[src/rtl/crc8_frame_seq.sv]
// ============================================================================
// crc8_frame_seq : frame sequencer chaining a parallel CRC-8 (poly 0x07) over
//                  multi-beat valid/ready frames; emits one result per frame.
// Revision       : 1.0  initial release
// ============================================================================
`default_nettype none

module crc8_frame_seq #(
  parameter int         DATA_WIDTH = 64,
  parameter int         MAX_BEATS  = 256,
  parameter logic [7:0] CRC_INIT   = 8'h00,
  parameter logic [7:0] XOR_OUT    = 8'h00
) (
  input  logic                               clk,
  input  logic                               reset,
  input  logic [DATA_WIDTH-1:0]              s_data,
  input  logic                               s_valid,
  output logic                               s_ready,
  input  logic                               s_last,
  input  logic                               s_check,
  input  logic [7:0]                         s_exp_crc,
  input  logic                               s_abort,
  output logic                               m_valid,
  input  logic                               m_ready,
  output logic [7:0]                         m_crc,
  output logic                               m_err,
  output logic [$clog2(MAX_BEATS+1)-1:0]     m_beats,
  output logic                               m_ovf,
  output logic                               busy
);

  localparam int                CNT_W   = $clog2(MAX_BEATS + 1);
  localparam logic [CNT_W-1:0]  MAX_CNT = CNT_W'(MAX_BEATS);

  typedef enum logic [0:0] {
    ACCUM = 1'b0,
    HOLD  = 1'b1
  } state_e;

  state_e             state_q, state_d;
  logic [7:0]         crc_q, crc_d;
  logic [CNT_W-1:0]   cnt_q, cnt_d;
  logic               ovf_q, ovf_d;
  logic               m_valid_q, m_valid_d;
  logic [7:0]         m_crc_q, m_crc_d;
  logic               m_err_q, m_err_d;
  logic [CNT_W-1:0]   m_beats_q, m_beats_d;
  logic               m_ovf_q, m_ovf_d;

  logic [7:0]         crc_nxt;
  logic [7:0]         crc_out;
  logic [CNT_W-1:0]   cnt_inc;
  logic               ovf_nxt;

  // MSB-first serial CRC update unrolled across the whole word.
  function automatic logic [7:0] crc_step(input logic [7:0] c, input logic [DATA_WIDTH-1:0] w);
    logic [7:0] r;
    logic       msb;
    r = c;
    for (int i = DATA_WIDTH - 1; i >= 0; i--) begin
      msb = r[7] ^ w[i];
      r   = {r[6:0], 1'b0} ^ (msb ? 8'h07 : 8'h00);
    end
    return r;
  endfunction

  always_ff @(posedge clk) begin
    if (reset) begin
      state_q   <= ACCUM;
      crc_q     <= CRC_INIT;
      cnt_q     <= '0;
      ovf_q     <= 1'b0;
      m_valid_q <= 1'b0;
      m_crc_q   <= 8'h00;
      m_err_q   <= 1'b0;
      m_beats_q <= '0;
      m_ovf_q   <= 1'b0;
    end else begin
      state_q   <= state_d;
      crc_q     <= crc_d;
      cnt_q     <= cnt_d;
      ovf_q     <= ovf_d;
      m_valid_q <= m_valid_d;
      m_crc_q   <= m_crc_d;
      m_err_q   <= m_err_d;
      m_beats_q <= m_beats_d;
      m_ovf_q   <= m_ovf_d;
    end
  end

  always_comb begin
    state_d   = state_q;
    crc_d     = crc_q;
    cnt_d     = cnt_q;
    ovf_d     = ovf_q;
    m_valid_d = m_valid_q;
    m_crc_d   = m_crc_q;
    m_err_d   = m_err_q;
    m_beats_d = m_beats_q;
    m_ovf_d   = m_ovf_q;
    s_ready   = 1'b0;

    crc_nxt = crc_step(crc_q, s_data);
    crc_out = crc_nxt ^ XOR_OUT;
    cnt_inc = (cnt_q == MAX_CNT) ? cnt_q : cnt_q + CNT_W'(1);
    ovf_nxt = ovf_q | (cnt_q == MAX_CNT);

    unique case (state_q)
      ACCUM: begin
        // Abort takes priority and blocks the coincident beat.
        s_ready = !s_abort;
        if (s_abort) begin
          crc_d = CRC_INIT;
          cnt_d = '0;
          ovf_d = 1'b0;
        end else if (s_valid) begin
          if (s_last) begin
            m_crc_d   = crc_out;
            m_err_d   = s_check & (crc_out != s_exp_crc);
            m_beats_d = cnt_inc;
            m_ovf_d   = ovf_nxt;
            m_valid_d = 1'b1;
            state_d   = HOLD;
            crc_d     = CRC_INIT;
            cnt_d     = '0;
            ovf_d     = 1'b0;
          end else begin
            crc_d = crc_nxt;
            cnt_d = cnt_inc;
            ovf_d = ovf_nxt;
          end
        end
      end
      HOLD: begin
        if (m_ready) begin
          m_valid_d = 1'b0;
          state_d   = ACCUM;
        end
      end
      default: state_d = ACCUM;
    endcase
  end

  assign m_valid = m_valid_q;
  assign m_crc   = m_crc_q;
  assign m_err   = m_err_q;
  assign m_beats = m_beats_q;
  assign m_ovf   = m_ovf_q;
  assign busy    = (cnt_q != '0) | (state_q == HOLD);

endmodule

`default_nettype wire

[config.mk]
export PLATFORM = sky130hd
export DESIGN_NAME = crc8_frame_seq
export DESIGN_NICKNAME = d
export VERILOG_FILES = /design/src/rtl/crc8_frame_seq.sv
export SDC_FILE = /design/constraint.sdc
export NUM_CORES = 1
export LEC_CHECK = 0
export ABC_AREA = 1
export ABC_CLOCK_PERIOD_IN_PS = 8400
export BUFFER_PORTS_ARGS = -buffer_cell sky130_fd_sc_hd__buf_2
export CORE_MARGIN = 2
export CORE_UTILIZATION = 40
export CTS_CLUSTER_SIZE = 12
export DETAILED_ROUTE_END_ITERATION = 10
export HOLD_SLACK_MARGIN = 0.15
export SYNTH_ARGS = -nofsm -noshare
export SYNTH_HDL_FRONTEND = slang
export SYNTH_SLANG_ARGS = --single-unit
[constraint.sdc]
create_clock -name clk -period 8.4 [get_ports clk]
set_clock_uncertainty 0.1 [all_clocks]
set_input_delay 0.42 -clock clk [delete_from_list [all_inputs] [get_ports clk]]
set_output_delay 0.42 -clock clk [all_outputs]
set_load 0.02 [all_outputs]
==> flow_summary.yaml <==
clock_tree:
  ctsResizeCount: 0
  hold_buffers: 0
  cts_setup_buffers: 0
  cts_tree: "built"
  clock_sinks: 39
  cts_inserted_buffers: 5
  cts-root-buf: "clkbuf_16"
  path_clk_slew_ns: 0.06
  clk_latency_ns: 0.28
  clk_path_buf_depth: 2
  htreeDepth: 2
cells_and_area:
  final_cell_mix: "nand2_1, nand3_1, inv_1"
  nFillCells: 1419
  area_growth_pct: 16.8
  n_antenna_cell: 0
  layout_commonest_cell: "nand2_1"
  layout-drive-gt1-share: 0.243
  fin_nets: 1181
timing:
  rsz0062_at_grt: "no"
  maxSlewViolCount: 0
  hold_violations: 0
  post-route-period-util: 0.584
  totalNegativeSetupSlack_ns: 0
  period_needed_ns: 4.91
  finalSetupViolCount: 0
  fmax_mhz: 204
  relSlewSlack: 0.517
  setup_ws_ns: 3.49
  worst_pin_slew_ns: 0.721
global_route:
  use_met3: 0.0203
  grtUsageTotal: 0.195
  top_usage_layer: "met2"
  grt_pass1_wl_mm: 23.3
  grtUsageMet2: 0.340
  grt_pass1_vias: 5238
  grt_max_degree: 31
  antenna_found_initial: 0
  use_met1: 0.268
  grt_overflow_total: 0
route:
  ant_nets: 0
  routed_via_density: 4.63
  wl_mm: 13.7
  drcViolationCount: 0
  detail_route.wl_per_cell_um: 10.8
  via_count: 5891
  drtIter0Drc: 285
  firstDrtPassIters: 5
run:
  maxCapViolations: 0
min_path:
  holdPathStages: 4
  min-delay-start: "m_ready"
  hp-class: "input port to flop"
  holdPathEnd: "state_q"
yosys:
  ys_ff_latch: 39
  synthTopCellsByArea: "nand2_1, dfxtp_1, nand3_1"
  synth_xor_area_frac: 0.0281
  synth-seq-area-share: 0.149
  synth.top_cell.area_share: 0.295
  synth-simple-area-share: 0.652
  synth-compound-area-share: 0.0493
  synth_mux_area_frac: 0
  synth_area_per_cell_um2: 5.26
  synth_warnings: 0
  synth_area_leader_cell: "nand2_1"
  syn-instance-count: 999
  syn_nets: 1080
  synthAdderAreaFrac: 0.00476
  syn_area_mm2: 0.00526
  synth_top_family_by_area: "simple AND/OR/NAND/NOR gates"
  yosysUniqueCellTypes: 33
critical_path:
  r2r_start: "crc_q[6]"
  required_ns: 8.45
  end_kind: "flop"
  cpMostUsedCell: "nand2_1"
  crit_start: "crc_q[6]"
  reg2regPathDepth: 51
  worst-setup-path-type: "flop to flop"
  r2r_setup_slack_ns: 3.49
  crit_arrival_ns: 4.95
  reg2reg_to: "m_err"
  crit_slowest_cell: "dfxtp_1"
  slowest_delay_ns: 0.39
  startpoint_type: "flop"
  crit_fanout: 4
placed_design:
  place_congestion: 0.855
  pre_cts_ws_ns: 3.37
  port_buffers: 100
  dp_hpwl_mm: 11.8
floorplanning:
  dieArea_mm2: 0.0141
  chipWidth_um: 119
  initial_core_util: 0.413
  die_h_um: 119
  core_region_area_mm2: 0.0127
  num_rows: 41
  pin_count: 101
run_status:
  status: "completed"
-- kinds of logic (layout without fill, tap and decap cells) --
| logic type | Yosys count | in the layout |
|---|---|---|
| DFF | 39 | 39 |
| and+or+nand+nor | 730 | 730 |
| AOI/OAI and AO/OA | 48 | 48 |
| adders and majority gates | 2 | 2 |
| buffers and inverters | 164 | 266 |
| xor gates and xnor gates | 16 | 16 |
-- sequential cells by signal (all words and copies together) (netlist names) --
signal   cells
m_crc        8
m_err        1
crc_q        8
cnt_q        9
m_beats      9
m_valid      1
ovf_q        1
m_ovf        1
state_q      1
-- synthesized netlist by cell type --
| cell | count |
|---|---|
| nand2_1 | 413 |
| nand3_1 | 138 |
| inv_1 | 114 |
| nand2_2 | 80 |
| inv_2 | 41 |
| dfxtp_1 | 39 |
| nor2_1 | 37 |
| a21oi_1 | 23 |
| nand3b_1 | 20 |
| o21ai_0 | 17 |
| nand3_2 | 16 |
| nand2_4 | 13 |
| xor2_1 | 9 |
| clkbuf_1 | 8 |
| xnor2_1 | 6 |
| nor3_1 | 4 |
| ha_1 | 2 |
| nor2_2 | 2 |
| o211ai_1 | 2 |
| o22ai_1 | 2 |
| a211oi_1 | 1 |
| a21oi_2 | 1 |
| a2bb2oi_1 | 1 |
| a31oi_1 | 1 |
| and3_1 | 1 |
| clkinv_1 | 1 |
| nand3_4 | 1 |
| nand4_1 | 1 |
| nor2_4 | 1 |
| nor4_1 | 1 |
| or2_1 | 1 |
| or2_2 | 1 |
| xnor2_2 | 1 |
-- per-stage QoR --
stage	hold slack [ns]	cells	util	instance area (µm²)
finish	0.300	1273	0.483	6140
global route	0.326	1273	0.483	6140
CTS	0.298	1273	0.483	6140
detailed placement	0.384	1265	0.469	5960
global placement	0.376	1265	0.469	5960
floorplan	0.357	999	-	5260
-- layer usage --
metal	vias up	wire, µm	share of wire
li1	3303	-	-
met1	2478	6970	0.51
met2	104	6200	0.45
met3	6	506	0.037
met4	0	51	0.0037
met5	-	0	0
-- how the worst max path moves through the flow --
| stage | to | slack [ns] | depth (start not counted) |
|---|---|---|---|
| final | m_err | 3.49 | 51 |
| after global routing | m_err | 2.68 | 49 |
| after CTS | m_err | 3.50 | 49 |
| after detailed placement | m_err | 3.37 | 49 |
| after global placement | m_err | 3.40 | 49 |
| after floorplan | m_err | 4.20 | 48 |
-- critical path, delay by kind of cell, from the launching register on --
kind	cells	cell delay [ns]
simple gates	46	3.99
compound gates	1	0.05
flops	1	0.39
buf+inv	4	0.23
-- layout make-up --
| type | instances | area [µm²] | area share |
|---|---|---|---|
| Clock buffer | 6 | 139 | 0.0226 |
| Tap cell | 172 | 215 | 0.0350 |
| Clock inverter | 2 | 38.8 | 0.00632 |
| Inverter | 156 | 586 | 0.0954 |
| Multi-Input combinational cell | 796 | 3870 | 0.630 |
| Timing Repair Buffer | 102 | 515 | 0.0839 |
| Sequential cell | 39 | 781 | 0.127 |
Power is left out: the tool's default activity adds up to more than one toggle a clock period on the data nets, which glitch-free logic cannot reach.
